$ cat src/rtl/alu_seq_ctrl.sv
// Vector sequencer: reads each element from RAM, runs it through an external ALU, writes the result back in place.
// Build macro SEQ_PERF_CNT_EN adds a saturating busy-cycle counter on output perf_cycles.
module alu_seq_ctrl #(
  parameter int ADDR_STEP = 4
) (
  input  logic        clk,
  input  logic        rst_n,
`ifdef SEQ_PERF_CNT_EN
  output logic [15:0] perf_cycles,
`endif
  input  logic        start,
  input  logic [31:0] base_addr,
  input  logic [7:0]  length,
  input  logic [3:0]  aluop,
  input  logic [31:0] operand,
  output logic        busy,
  output logic        done,
  output logic        ram_we,
  output logic [31:0] ram_addr,
  output logic [31:0] ram_wdata,
  input  logic [31:0] ram_rdata,
  output logic [3:0]  alu_op,
  output logic [31:0] alu_a,
  output logic [31:0] alu_b,
  input  logic [31:0] alu_result
);

  localparam logic [31:0] L_STEP = 32'(ADDR_STEP);

  typedef enum logic [2:0] {
    S_IDLE,
    S_RD,
    S_EX,
    S_WR,
    S_DONE
  } state_t;

  state_t      r_state;
  logic        r_busy;
  logic        r_done;
  logic        r_ram_we;
  logic [31:0] r_ram_addr;
  logic [31:0] r_addr;
  logic [7:0]  r_cnt;
  logic [7:0]  r_len;
  logic [3:0]  r_op;
  logic [31:0] r_operand;
  logic [31:0] r_result;
  logic        w_in_ex;
  logic        w_accept;

  assign w_in_ex  = (r_state == S_EX);
  assign w_accept = (r_state == S_IDLE) && start;

  always_ff @(posedge clk or negedge rst_n) begin
    if (!rst_n) begin
      r_state    <= S_IDLE;
      r_busy     <= 1'b0;
      r_done     <= 1'b0;
      r_ram_we   <= 1'b0;
      r_ram_addr <= '0;
      r_addr     <= '0;
      r_cnt      <= '0;
      r_len      <= '0;
      r_op       <= '0;
      r_operand  <= '0;
      r_result   <= '0;
    end else begin
      r_done   <= 1'b0;
      r_ram_we <= 1'b0;
      case (r_state)
        S_IDLE: begin
          if (start) begin
            r_addr    <= base_addr;
            r_len     <= length;
            r_op      <= aluop;
            r_operand <= operand;
            r_cnt     <= '0;
            r_busy    <= 1'b1;
            if (length != 8'd0) begin
              r_ram_addr <= base_addr;
              r_state    <= S_RD;
            end else begin
              r_done  <= 1'b1;
              r_state <= S_DONE;
            end
          end
        end
        S_RD: begin
          r_state <= S_EX;
        end
        S_EX: begin
          // ram_rdata is valid now, so the ALU result reflects the element just read
          r_result <= alu_result;
          r_ram_we <= 1'b1;
          r_state  <= S_WR;
        end
        S_WR: begin
          if (r_cnt == r_len - 8'd1) begin
            r_done  <= 1'b1;
            r_state <= S_DONE;
          end else begin
            r_cnt      <= r_cnt + 8'd1;
            r_addr     <= r_addr + L_STEP;
            r_ram_addr <= r_addr + L_STEP;
            r_state    <= S_RD;
          end
        end
        S_DONE: begin
          r_busy  <= 1'b0;
          r_state <= S_IDLE;
        end
        default: begin
          r_busy  <= 1'b0;
          r_state <= S_IDLE;
        end
      endcase
    end
  end

`ifdef SEQ_PERF_CNT_EN
  logic [15:0] r_perf;

  always_ff @(posedge clk or negedge rst_n) begin
    if (!rst_n) begin
      r_perf <= '0;
    end else if (w_accept) begin
      r_perf <= '0;
    end else if (r_busy && (r_perf != 16'hFFFF)) begin
      r_perf <= r_perf + 16'd1;
    end
  end

  assign perf_cycles = r_perf;
`endif

  assign busy      = r_busy;
  assign done      = r_done;
  assign ram_we    = r_ram_we;
  assign ram_addr  = r_ram_addr;
  assign ram_wdata = r_ram_we ? r_result : '0;
  assign alu_op    = w_in_ex ? r_op : '0;
  assign alu_a     = w_in_ex ? ram_rdata : '0;
  assign alu_b     = w_in_ex ? r_operand : '0;

endmodule

$ cat config.mk
export PLATFORM = sky130hd
export DESIGN_NAME = alu_seq_ctrl
export DESIGN_NICKNAME = d
export VERILOG_FILES = /design/src/rtl/alu_seq_ctrl.sv
export SDC_FILE = /design/constraint.sdc
export NUM_CORES = 1
export LEC_CHECK = 0
export CAP_MARGIN = 30
export CORE_MARGIN = 2
export CORE_UTILIZATION = 46
export CTS_CLUSTER_DIAMETER = 30
export CTS_CLUSTER_SIZE = 14
export DETAILED_ROUTE_END_ITERATION = 10
export PLACE_DENSITY = 0.85
export SETUP_SLACK_MARGIN = 0.3
export SLEW_MARGIN = 20
export SYNTH_ARGS = -nofsm -noshare
export SYNTH_HDL_FRONTEND = slang
export SYNTH_SLANG_ARGS = --single-unit
$ cat constraint.sdc
create_clock -name clk -period 2.8 [get_ports clk]
set_input_delay 0.56 -clock clk [delete_from_list [all_inputs] [get_ports clk]]
set_output_delay 0.56 -clock clk [all_outputs]
set_load 0.005 [all_outputs]
==> impl_summary.md, run 1 <==
Status
The run finished with clean final reports.

Worst setup path
The capturing point of the worst reg2reg path is ram_addr[31]$_DFFE_PN0P_. By startpoint and endpoint, the worst setup path is classified as flop to primary output. The startpoint of the worst-slack reg-to-reg timing path is r_len[1]$_DFFE_PN0P_. The category of the worst setup path capture point is a primary output.

The largest driver fanout on the critical path is 11. The worst-case register-to-register setup slack is roughly 310 ps. The critical path goes through nor3b_4 > buf_6 > clkbuf_16 > and2_1 > clkdlybuf4s50_1. For the worst flop-to-flop path, the logic depth is 11. Data arrives at the worst endpoint at 2100 ps. Among all stages on the critical path, the largest delay is contributed by sky130_fd_sc_hd__clkdlybuf4s50_1. At the worst endpoint, the required time is 2240 ps. The sort of element at the start of the critical path is a flop.

The peak per-stage delay on the critical path is roughly 500 ps.

Synthesis
Counting distinct cell types in the post-synthesis netlist gives between 40 and 50. The number of standard cells after synthesis is about 850. Each instance of the synthesized netlist takes up on average 9.47 µm². The net count of the mapped netlist is roughly 1000. The number of synthesized register bits is around 150. The cell area that synthesis handed to floorplanning was ~8000 µm². The flip-flop cell with the highest count after synthesis is sky130_fd_sc_hd__dfrtp_1.

Summing the sequential cell areas from Yosys gives approximately half of the chip area. The total of warnings raised by yosys is 0. Counting flops with a built-in enable in the synthesized netlist gives 0. In the synthesized netlist the async set-or-reset flop fraction comes to 100%.

Route
For this block, the routed nets add up to roughly 28 mm of wire. The detail-routed via count per cell is around 5.4. The number of design rule violations left after detail routing is 0.

The total vias in the final route is 7503. The number of search-and-repair iterations in the first detailed-routing pass is 5. The first routing iteration left 550 violations.

The count of nets left with antenna violations once routing finished came out at 0. After detailed routing, the average wire length per cell comes to about 20 µm.

Global routing
The busiest metal layer after global routing is met2. The first global-routing pass estimated between 30 and 40 mm of wire. The met1 demand-to-capacity share in global routing is a little under a third.

Global routing used 27.5% of the available tracks. Global routing used roughly 48% of the available met2 tracks. The pin count of the biggest net entering global routing is between 50 and 60. The global-route met3 utilization is a little under 8%.

For this run the aggregate overflow at the end of global routing stands at 0. The number of global-route vias before repair came to ~7300. The number of antenna violations at the first check in global routing came to 2.

Floorplanning
The top-level I/O count is about 280. From bottom edge to top edge, the die measures 136 µm. The initial utilization of the core area, before any placement, comes to between 40% and 50%. In this run the standard cell core region covers 17200 µm². The die outline width is ~140 µm. The die covers ~19000 µm². Row generation in the floorplan step produced 48 rows.

Cells and area
From synthesis to final layout, the design area changed by 56.0%. After the flow finishes, the layout carries non-filler instances totaling 1392. The sequential cell area is 3860 µm². Summing all multi-input logic gate instances after layout gives a little over 4000 µm². After filler insertion, the fill cell instance count of the layout stands at around 1200. Leaving out fill and tap cells, the most frequent cells in the layout are sky130_fd_sc_hd__clkdlybuf4s50_1 (235), sky130_fd_sc_hd__nand2_1 (210), sky130_fd_sc_hd__dfrtp_1 (151), sky130_fd_sc_hd__and2_1 (101), sky130_fd_sc_hd__mux2_2 (46). The most common library cell in the layout ignoring fill and taps is sky130_fd_sc_hd__clkdlybuf4s50_1. The total number of nets in the final design is roughly 1300. Of the cells placed in the final design, the portion with a size suffix greater than 1 is between 10% and 20%.

Place
Once placement completed, the tool counted placed cells totaling 1317. The total of buffers placed on input and output ports is ~280. Summed over all nets, the half-perimeter wirelength after detailed placement is between 15 and 20 mm. The congestion estimate from routability-driven global placement came to just over 0.8.

Clock network
The clock buffer count from CTS is 17. The tree is rooted in a sky130_fd_sc_hd__clkbuf_16. The clock latency reported for the late side of the worst-skew pair is around 430 ps. The total clock sinks is approximately 150.

The number of buffers on the longest clock path is 2. The clock-pin slew of the registers on the worst-case setup and hold paths is around 70 ps. TritonCTS built the clock tree.

The number of buffers inserted for hold repair after clock tree synthesis is 0. The deepest level of the CTS H-tree is 4.

STA
After routing, the total negative slack on setup checks comes to 0 ps. The clock skew after layout is approximately 7.1 ps. The maximum operating frequency is between 300 and 400 MHz.

The setup-violating endpoint count in the final report is 0. Setup repair after global routing could not meet its margin everywhere. The routed design could run at a clock period as short as approximately 2700 ps. The pin slew with the least headroom to its limit is 560 ps. The worst slew slack as a fraction of its limit is a little over three fifths. The number of hold violations in the final report came to 0. The max-slew violation count is 0. The worst path uses between 90 and 100% of the clock period.

Pwr
IR analysis of the VDD net gives a maximum drop of between 0.6 and 0.7 mV. Dividing total power by cell area gives a power density of roughly 1100 nW/µm². The analysis attributes to cell leakage a power of between 6 and 7 nW.

Flow run
The number of max-cap violations is 0.

Min path
The path class of the tightest hold or removal check is primary input to asynchronous set/reset pin.
[cell type report]
type | instances | area share [%]
repair buffers | 338 | 28.8
well taps | 225 | 2.25
diodes | 2 | 0.0400
multi-input cells | 623 | 32.7
clock inverters | 15 | 1.48
inverters | 18 | 0.540
clock buffers | 17 | 3.40
flip-flops and latches | 154 | 30.8
[kinds of logic after synthesis]
group | count (synthesis) | synth area share [%]
simple gates | 408 | 24.6
flops | 154 | 48.0
compound gates | 88 | 7.22
mux | 83 | 11.6
buf+inv | 70 | 3.51
xor+xnor | 41 | 4.57
fa+ha+maj | 3 | 0.468
[stage by stage]
step | utilization [%] | hold slack [ps] | setup slack, ps | area [µm²] | total power [W]
final | 72.8 | 82.8 | 142 | 12500 | 0.0140
after CTS | 69.6 | 92.2 | 122 | 11900 | 0.0129
after global routing | 72.8 | 105 | 89.6 | 12500 | 0.0147
after floorplan | - | 264 | 318 | 8020 | 0.00737
after detailed placement | 64.6 | 454 | 139 | 11100 | 0.00993
after global placement | 64.6 | 449 | 215 | 11100 | 0.00969
[state kept, by name, summed over array words and instances (netlist names)]
| name | count |
|---|---|
| r_addr | 32 |
| r_operand | 32 |
| r_result | 32 |
| ram_addr | 32 |
| r_cnt | 8 |
| r_len | 8 |
| r_op | 4 |
| r_state | 3 |
| busy | 1 |
| done | 1 |
| ram_we | 1 |
[cell usage after synthesis (4+ instances only)]
master | instances | area share [%]
sky130_fd_sc_hd__nor3_1 | 5 | 0.31
sky130_fd_sc_hd__nand4_1 | 11 | 0.86
sky130_fd_sc_hd__nor2_1 | 34 | 1.6
sky130_fd_sc_hd__mux2_1 | 29 | 4.1
sky130_fd_sc_hd__mux2i_1 | 5 | 0.62
sky130_fd_sc_hd__nand2_1 | 211 | 9.9
sky130_fd_sc_hd__mux2_2 | 49 | 6.9
sky130_fd_sc_hd__inv_1 | 18 | 0.84
sky130_fd_sc_hd__nand3_1 | 16 | 1.0
sky130_fd_sc_hd__and4_1 | 4 | 0.44
sky130_fd_sc_hd__xnor2_1 | 22 | 2.4
sky130_fd_sc_hd__buf_4 | 4 | 0.37
sky130_fd_sc_hd__a21oi_1 | 5 | 0.31
sky130_fd_sc_hd__a32oi_1 | 4 | 0.44
sky130_fd_sc_hd__and3_1 | 6 | 0.47
sky130_fd_sc_hd__o21ai_0 | 44 | 2.7
sky130_fd_sc_hd__o211ai_1 | 4 | 0.37
sky130_fd_sc_hd__dfrtp_1 | 154 | 48
sky130_fd_sc_hd__clkbuf_1 | 43 | 2.0
sky130_fd_sc_hd__xor2_1 | 18 | 2.0
sky130_fd_sc_hd__and2_1 | 102 | 8.0
sky130_fd_sc_hd__o31a_1 | 4 | 0.44
sky130_fd_sc_hd__a221oi_1 | 10 | 1.1
[metal layers]
layer	vias up	part of all wire (%)
met5	-	0
met4	0	5.3
met3	90	7.3
met2	319	50
met1	3662	38
li1	3432	-
[power by group]
| part | internal, W | switching, W |
|---|---|---|
| registers | 0.00333 | 0.000873 |
| logic | 0.00416 | 0.00320 |
| clock network | 0.00142 | 0.000993 |
[how the worst max path moves through the flow]
stage	from	cells past startpoint	to
global placement	r_len[1]$_DFFE_PN0P_	10	ram_addr[31]$_DFFE_PN0P_
floorplan	r_len[0]$_DFFE_PN0P_	10	r_addr[19]$_DFFE_PN0P_
CTS	r_state[0]$_DFFE_PN0P_	5	alu_b[2]
finish	r_state[0]$_DFFE_PN0P_	5	alu_a[4]
global route	r_state[0]$_DFFE_PN0P_	5	alu_a[4]
detailed placement	r_len[1]$_DFFE_PN0P_	10	ram_addr[17]$_DFFE_PN0P_
[repair_timing]
action                                  CTS  global route
buffers inserted                         11            20
gates cloned                              4             6
endpoints found under the setup margin  114           119
gates resized for setup                  14            86
pin swaps                                 3            10
[worst max-delay path, delay by kind of cell (launching register included)]
family                 cells  cell delay [ps]
and+or+nand+nor            2              370
DFF                        1              420
buffers and inverters      3              880
Note: power is estimated with default switching activity, not from simulation.
==> inputs of run 2 (changes only) <==
ABC_AREA = 1   (was not set)
CORE_UTILIZATION = 47   (was 46)
PLACE_DENSITY = 0.86   (was 0.85)
REMOVE_ABC_BUFFERS = 1   (was not set)
SLEW_MARGIN = 15   (was 20)
==> run 2 against run 1 <==
Via count is 13% higher. First-iteration DRC count grew 5.6%. Synthesized area rose by 3.9%. Combinational power down 21%. Routed wire length fell by 5.6%. Core utilization is 3.3 points lower. Flip-flop and latch count is the same. Final cell count increased by 22%. Total power is 15% lower. Non-clock buffer count down 40. Die area is 1.6% higher. Critical path type unchanged. Critical endpoint is now alu_b[15]. Largest cell class is now flip-flops and latches. Largest power group unchanged.
==> impl_summary.md, run 2 <==
Synthesis
Among all flip-flop cells after synthesis, the most frequent one is sky130_fd_sc_hd__dfrtp_1. By count the netlist is led by sky130_fd_sc_hd__nand2_1 (518), sky130_fd_sc_hd__dfrtp_1 (154), sky130_fd_sc_hd__nor2_1 (136). The biggest area contributor in the post-synthesis netlist is sky130_fd_sc_hd__dfrtp_1. The mean instance size in the synthesized netlist came to 6.94 µm² (-27%).

The number of synthesized register bits came to 154 (unchanged). The number of unique standard cell types used by synthesis is 31 (-33%). The area share of the largest cell type after synthesis was 46.3% (-1.8 points).

The total of warnings raised by yosys is 0 (unchanged). The share of flip-flops with an asynchronous set or reset after synthesis is 100% (unchanged). The area of the mapped netlist is 8330 µm² (+3.9%). The number of standard cells after synthesis is 1200 (+42%). The share of synthesized area occupied by flip-flops and latches is 46.3% (-1.8 points). The most frequent cell after synthesis is sky130_fd_sc_hd__nand2_1. The number of enable flip-flop cells after synthesis is 0 (unchanged). In the post-synthesis netlist, the biggest area contributors are sky130_fd_sc_hd__dfrtp_1 (46%), sky130_fd_sc_hd__nand2_1 (23%), sky130_fd_sc_hd__nor2_1 (6.1%).

Cells and area
The total number of nets in the final design was 1606 (+24%). The fraction of layout instances using a drive strength above 1 is 4.82% (-13 points). The most common library cell in the layout ignoring fill and taps is sky130_fd_sc_hd__nand2_1.

The non-filler instance count after layout was 1701 (+22%). The area growth from synthesis to layout is 44.3%. The final standard cell utilization of the core is 69.5% (-3.3 points). Leaving out fill and tap cells, the most frequent cells in the layout are sky130_fd_sc_hd__nand2_1 (517), sky130_fd_sc_hd__clkdlybuf4s50_1 (235), sky130_fd_sc_hd__dfrtp_1 (154), sky130_fd_sc_hd__nor2_1 (134), sky130_fd_sc_hd__inv_1 (131).

STA
The maximum operating frequency is 387 MHz (+2.7%). The minimum clock period is 2590 ps (-71.0 ps). The number of hold violations in the final report came to 0 (unchanged). The clock skew after layout is 7.65 ps (+0.579 ps). The max-slew violation count is 0 (unchanged). The pin slew with the least headroom to its limit was 628 ps (+68.2 ps). The setup-violating endpoint count in the final report is 0 (unchanged). Setup repair after global routing could not meet its margin everywhere. The worst slew slack as a fraction of its limit is 58.1% (-4.5 points). The share of the clock period used by the worst path is 92.4% (-2.5 points).

The summed negative setup slack over all endpoints is 0 ps (unchanged).

Place
The HPWL after detailed placement is 18.7 mm (+7.2%). The number of placed instances, taps included is 1660 (+26%). The total of buffers placed on input and output ports is 277 (unchanged). The placer congestion estimate is 0.898 (+11%).

Route
The post-route antenna net violation count is 0 (unchanged). The number of design rule violations left after detail routing is 0 (unchanged). The DRC marker count from the first detailed-route iteration is 581 (+5.6%).

The number of search-and-repair iterations in the first detailed-routing pass is 5 (unchanged). The total vias in the final route is 8494 (+13%). The total wirelength of the detailed-routed design is 26.1 mm (-5.6%).

The average wire length per cell after detail routing is 15.3 µm (-23%). The detail-routed via count per cell is 4.99 (-7.4%).

Worst setup path
The worst-case register-to-register setup slack is 500 ps (+190 ps). The launch point of the critical path is r_state[2]$_DFFE_PN0P_. The critical path is of the flop to primary output type. The sort of element at the start of the critical path is a flop.

In this run the worst setup path terminates at alu_b[15]. On the critical path, the stage with the largest delay is an instance of sky130_fd_sc_hd__clkdlybuf4s50_1. The cell family contributing the most delay on the critical path is buffers and inverters. The depth of the worst register-to-register path is 15 (+4). The critical path buffer and inverter count is 4 (+1). The cell depth of the worst setup path was 7 (+2). Walking the worst path, the cells encountered are inv_1 > nand2_2 > nor2_4 > clkinv_4 > buf_12 > nor2_2 > clkdlybuf4s50_1. The critical path required time is 2240 ps (about the same). The category of the worst setup path capture point is a primary output. The startpoint of the worst-slack reg-to-reg timing path is r_len[0]$_DFFE_PN0P_. The largest driver fanout on the critical path came to 41 (+30). The peak per-stage delay on the critical path is 520 ps (+20 ps). The worst path arrival time is 2030 ps (-70 ps). The capturing point of the worst reg2reg path is ram_addr[21]$_DFFE_PN0P_.

Floorplanning
The count of standard-cell rows is 48 (unchanged). The die height is 137 µm (+0.80%). The total die area is 18800 µm² (+1.6%).

The top-level I/O count is 278 (unchanged). The initial cell density of the core is 48.2% (+1.5 points). The die outline width is 137 µm (+0.80%). The placeable core region is 17300 µm² (+0.70%).

Global routing
The pin count of the biggest net entering global routing is 87 (+50%). The overall global routing resource usage was 27.0% (-0.51 points). The number of global-route vias before repair came to 7569 (+3.1%). The number of antenna violations at the first check in global routing is 4 (+2). The first-pass GRT wire length is 39.1 mm (+0.53%).

The remaining global-route overflow is 0 (unchanged).

Pwr
The worst supply voltage drop on vdd is 0.481 mV (-21%). The ratio of total power to cell area was 992 nW/µm² (-11%). The reported leakage power is 6.53 nW (+5.2%).

Clock network
The total clock sinks is 154 (unchanged). TritonCTS built the clock tree. The deepest level of the CTS H-tree was 4 (unchanged). The tree is rooted in a sky130_fd_sc_hd__clkbuf_16. The number of buffers inserted for hold repair after clock tree synthesis is 0 (unchanged).

The clock-pin slew of the registers on the worst-case setup and hold paths came to 60 ps (about the same). The number of buffers on the longest clock path is 2 (unchanged). The clock latency reported for the late side of the worst-skew pair is 420 ps (about the same). The clock buffer count from CTS is 17 (unchanged).

Status
The run finished with clean final reports.

Flow run
The number of max-cap violations is 0 (unchanged).

Min path
The path class of the tightest hold or removal check is primary input to asynchronous set/reset pin.
run 2: cell count changes after synthesis, moves of 14 or more:
cell                       delta
sky130_fd_sc_hd__mux2_2      -49
sky130_fd_sc_hd__mux2_1      -29
sky130_fd_sc_hd__xnor2_1     -15
sky130_fd_sc_hd__inv_1      +115
sky130_fd_sc_hd__nor2_1     +102
sky130_fd_sc_hd__nand2_1    +307
sky130_fd_sc_hd__nand3b_1    +14
sky130_fd_sc_hd__nand4_1     +23
sky130_fd_sc_hd__and2_1     -102
sky130_fd_sc_hd__o21ai_1     +14
sky130_fd_sc_hd__nand3_1     +28
run 2: worst min path at each step:
stage,cells after the start,endpoint,slack (ps)
finish,1,ram_addr[28]$_DFFE_PN0P_,120
global route,1,r_addr[27]$_DFFE_PN0P_,160
CTS,1,ram_addr[31]$_DFFE_PN0P_,140
detailed placement,2,r_result[30]$_DFFE_PN0P_,460
global placement,2,r_result[9]$_DFFE_PN0P_,450
floorplan,0,busy$_DFFE_PN0P_,260
run 2: kinds of logic (layout without fill, tap and decap cells):
family | Yosys count | in the layout | share of synthesized area, %
simple gates | 763 | 764 | 37.6
buf+inv | 195 | 466 | 9.63
flops | 154 | 154 | 46.3
compound gates | 69 | 69 | 4.25
xor+xnor | 16 | 16 | 1.85
fa+ha+maj | 3 | 3 | 0.451
other cells | 0 | 4 | 0
run 2: layout make-up:
type / instances / area, µm²
repair buffers: 298 / 3110
multi-input cells: 852 / 3700
inverters: 137 / 519
clock inverters: 11 / 98.8
fillers: 1392 / 5280
clock buffers: 20 / 447
well taps: 225 / 282
flip-flops and latches: 154 / 3850
diodes: 4 / 10.0
run 2: stage by stage:
step	area [µm²]	hold WS [ps]	power (W)	setup slack, ps
floorplan	8040	264	0.00689	-1040
global placement	11300	453	0.00945	290
detailed placement	11300	460	0.00964	260
CTS	11900	142	0.0119	187
global route	12000	158	0.0129	119
finish	12000	117	0.0119	213
run 2: metal layers:
| layer | GRT usage [%] | part of all wire, % | vias to the layer above |
|---|---|---|---|
| met2 | 44.9 | 50 | 359 |
| met1 | 33.6 | 39 | 3899 |
| li1 | - | - | 4191 |
| met3 | 6.59 | 8.3 | 45 |
| met5 | 0 | 0 | - |
| met4 | 11.3 | 3.3 | 0 |
run 2: where the power goes:
group	internal, W	total (W)	leakage, nW	switching, W
registers	0.00327	0.00399	1.92	0.000716
logic	0.00261	0.00578	4.36	0.00317
clock network	0.00124	0.00215	0.250	0.000918
run 2: what timing repair did:
item / in CTS / in global routing
resized for setup: 16 / 34
gates cloned: 1 / 1
setup endpoints to repair: 68 / 93
buffers inserted: 4 / 0
pin swaps: 1 / 2
==> inputs of run 3 (changes only) <==
CORE_MARGIN = not set   (was 2)
CORE_UTILIZATION = 45   (was 47)
PLACE_DENSITY = 0.83   (was 0.86)
==> run 3 against run 2 <==
Sequential share of layout area decreased by 0.36 points. Sequential power about the same. First-iteration DRC count increased by 18%. Combinational power increased by 0.9%. Final area increased by 1.2%. Clock power increased by 22%. Flip-flop and latch count unchanged. Die area increased by 1.4%. Total power increased by 4.6%. Clock-buffer cell count decreased by 2. Setup slack improved by 12 ps. Via count about the same.
==> impl_summary.md, run 3 (same netlist as run 2, synthesis figures left out) <==
Cells and area
Leaving out fill and tap cells, the most frequent cell in the layout is sky130_fd_sc_hd__nand2_1. The final standard cell utilization of the core is 67.5% (-2.0 points). The fraction of layout instances using a drive strength above 1 was 5.50% (+0.67 points). The library cells used most frequently in the layout, excluding fill and tap cells, are sky130_fd_sc_hd__nand2_1 (517), sky130_fd_sc_hd__clkdlybuf4s50_1 (242), sky130_fd_sc_hd__dfrtp_1 (153), sky130_fd_sc_hd__nor2_1 (132), sky130_fd_sc_hd__inv_1 (131). The sequential cell area is 3850 µm² (about the same). The multi-input gate area in the final layout is 3700 µm² (-0.10%). The area overhead of the layout relative to synthesis is 46.0%.

The total number of nets in the final design is 1607 (+0.062%). The number of filler instances in the final layout is 1477 (+6.1%).

Floorplanning
The total die area is 19100 µm² (+1.4%). The count of standard-cell rows is 49 (+2.1%). The die outline width was 138 µm (+0.67%). The top-level I/O count is 278 (unchanged). The die height is 138 µm (+0.67%). The initial cell density of the core is 46.2% (-1.9 points). The placeable core region came to 18000 µm² (+4.2%).

Clock network
The total clock sinks is 154 (unchanged). The deepest level of the CTS H-tree came to 4 (unchanged). The number of buffers on the longest clock path was 2 (unchanged). The clock-pin slew of the registers on the worst-case setup and hold paths is 70 ps (about the same). The tree is rooted in a sky130_fd_sc_hd__clkbuf_16. The clock latency reported for the late side of the worst-skew pair is 430 ps (about the same). The number of buffers inserted for hold repair after clock tree synthesis is 0 (unchanged).

The clock buffer count from CTS came to 17 (unchanged). TritonCTS built the clock tree.

STA
The summed negative setup slack over all endpoints is 0 ps (unchanged). The setup-violating endpoint count in the final report is 0 (unchanged). The pin slew with the least headroom to its limit came to 634 ps (+5.89 ps).

The minimum clock period is 2580 ps (-12.2 ps). The maximum operating frequency is 388 MHz (+0.47%). The worst-case hold slack was 104 ps (-13.4 ps). The max-slew violation count is 0 (unchanged). The worst slew slack as a fraction of its limit is 57.7% (-0.45 points). The clock skew after layout is 11.6 ps (+3.95 ps).

The share of the clock period used by the worst path was 92.0% (-0.43 points). The number of hold violations in the final report came to 0 (unchanged). Setup repair after global routing could not meet its margin everywhere.

Pwr
The ratio of total power to cell area came to 1030 nW/µm² (+3.4%). The reported leakage power is 6.48 nW (-0.79%). The worst supply voltage drop on vdd was 0.533 mV (+11%).

Status
The run finished with clean final reports.

Route
The detail-routed via count per cell came to 4.98 (-0.26%). The number of search-and-repair iterations in the first detailed-routing pass is 6 (+1). The post-route antenna net violation count was 0 (unchanged).

The DRC marker count from the first detailed-route iteration is 688 (+18%). The total met2 wirelength after detailed routing came to 12.9 mm (about the same). The average wire length per cell after detail routing was 15.1 µm (-1.8%). The wire length on met1 is 10.5 mm (+3.5%).

The total wirelength of the detailed-routed design is 25.7 mm (-1.4%). The number of design rule violations left after detail routing came to 0 (unchanged). The total vias in the final route is 8502 (+0.094%).

Routed signal wires occupy layers up through met4. The wire length on met3 is 1.54 mm (-29%).

Flow run
The number of max-cap violations came to 0 (unchanged).

Worst setup path
The worst path arrival time came to 2020 ps (about the same). The critical path required time was 2240 ps (about the same). The category of the worst setup path capture point is a primary output.

STA classifies the critical path startpoint as a flop. The largest driver fanout on the critical path was 13 (-68%). The worst setup path category is flop to primary output.

Global routing
The number of antenna violations at the first check in global routing is 4 (unchanged). The pin count of the biggest net entering global routing was 92 (+5.7%). The overall global routing resource usage is 26.8% (-0.19 points). The first-pass GRT wire length is 40.9 mm (+4.5%). The remaining global-route overflow was 0 (unchanged). The number of global-route vias before repair is 7883 (+4.1%).

Min path
In this run the worst hold path is classified as primary input to asynchronous set/reset pin.

Place
The HPWL after detailed placement is 17.8 mm (-4.8%). The placer congestion estimate is 0.910 (+1.3%). The total of buffers placed on input and output ports is 277 (unchanged).
==> run 3: what timing repair did <==
item                       CTS  global route
setup buffers                4             4
setup endpoints to repair   85            83
resized for setup           23            33
cloned                       2             1
pin swaps                    1             0
==> run 3: final timing paths <==
path | from | endpoint | slack, ps | depth (start not counted)
min in group clk | ram_addr[10]$_DFFE_PN0P_ | ram_addr[10]$_DFFE_PN0P_ | 470 | 2
max in group asynchronous | rst_n | r_operand[20]$_DFFE_PN0P_ | 2220 | 2
hold / removal | rst_n | ram_addr[31]$_DFFE_PN0P_ | 100 | 2
setup / recovery | r_state[2]$_DFFE_PN0P_ | alu_a[29] | 220 | 7
setup reg to reg | r_len[0]$_DFFE_PN0P_ | ram_addr[21]$_DFFE_PN0P_ | 550 | 13
hold reg to reg | ram_addr[10]$_DFFE_PN0P_ | ram_addr[10]$_DFFE_PN0P_ | 470 | 2
==> run 3: routing by layer <==
layer	vias up	track usage (%)
li1	4181	-
met1	3931	34.2
met2	346	45.7
met3	44	4.26
met4	0	10.4
met5	-	0
==> run 3: stage by stage <==
| stage | worst slack, ps | std cells | cell area [µm²] | total power, W |
|---|---|---|---|---|
| 2_1_floorplan | -1040 | 1142 | 8040 | 0.00689 |
| 3_3_place_gp | 310 | 1660 | 11300 | 0.00936 |
| 3_5_place_dp | 226 | 1660 | 11300 | 0.00956 |
| 4_1_cts | 212 | 1698 | 12000 | 0.0124 |
| 5_1_grt | 137 | 1707 | 12200 | 0.0134 |
| 6_report | 225 | 1707 | 12200 | 0.0125 |
==> run 3: report_power, final <==
group | internal (W) | switching (W) | leakage (nW) | total [W]
Clock | 0.00163 | 0.00100 | 0.328 | 0.00263
Combinational | 0.00268 | 0.00315 | 4.23 | 0.00583
Sequential | 0.00327 | 0.000743 | 1.92 | 0.00401
Total | 0.00758 | 0.00489 | 6.48 | 0.0125
==> run 3: worst max-delay path, stage by stage (launching register included) <==
cell                              delay [ps]
sky130_fd_sc_hd__dfrtp_1                 370
sky130_fd_sc_hd__inv_1                    70
sky130_fd_sc_hd__nand2_2                  70
sky130_fd_sc_hd__nor2_4                  120
sky130_fd_sc_hd__clkinv_4                140
sky130_fd_sc_hd__clkbuf_16               210
sky130_fd_sc_hd__nor2_1                  100
sky130_fd_sc_hd__clkdlybuf4s50_1         510
==> run 3: layout make-up <==
class	count	share of cell area (%)
Tap cell	229	2.36
Timing Repair Buffer	300	25.7
Clock inverter	14	1.85
Inverter	137	4.27
Multi-Input combinational cell	851	30.4
Clock buffer	18	3.61
Sequential cell	154	31.7
Antenna cell	4	0.0823
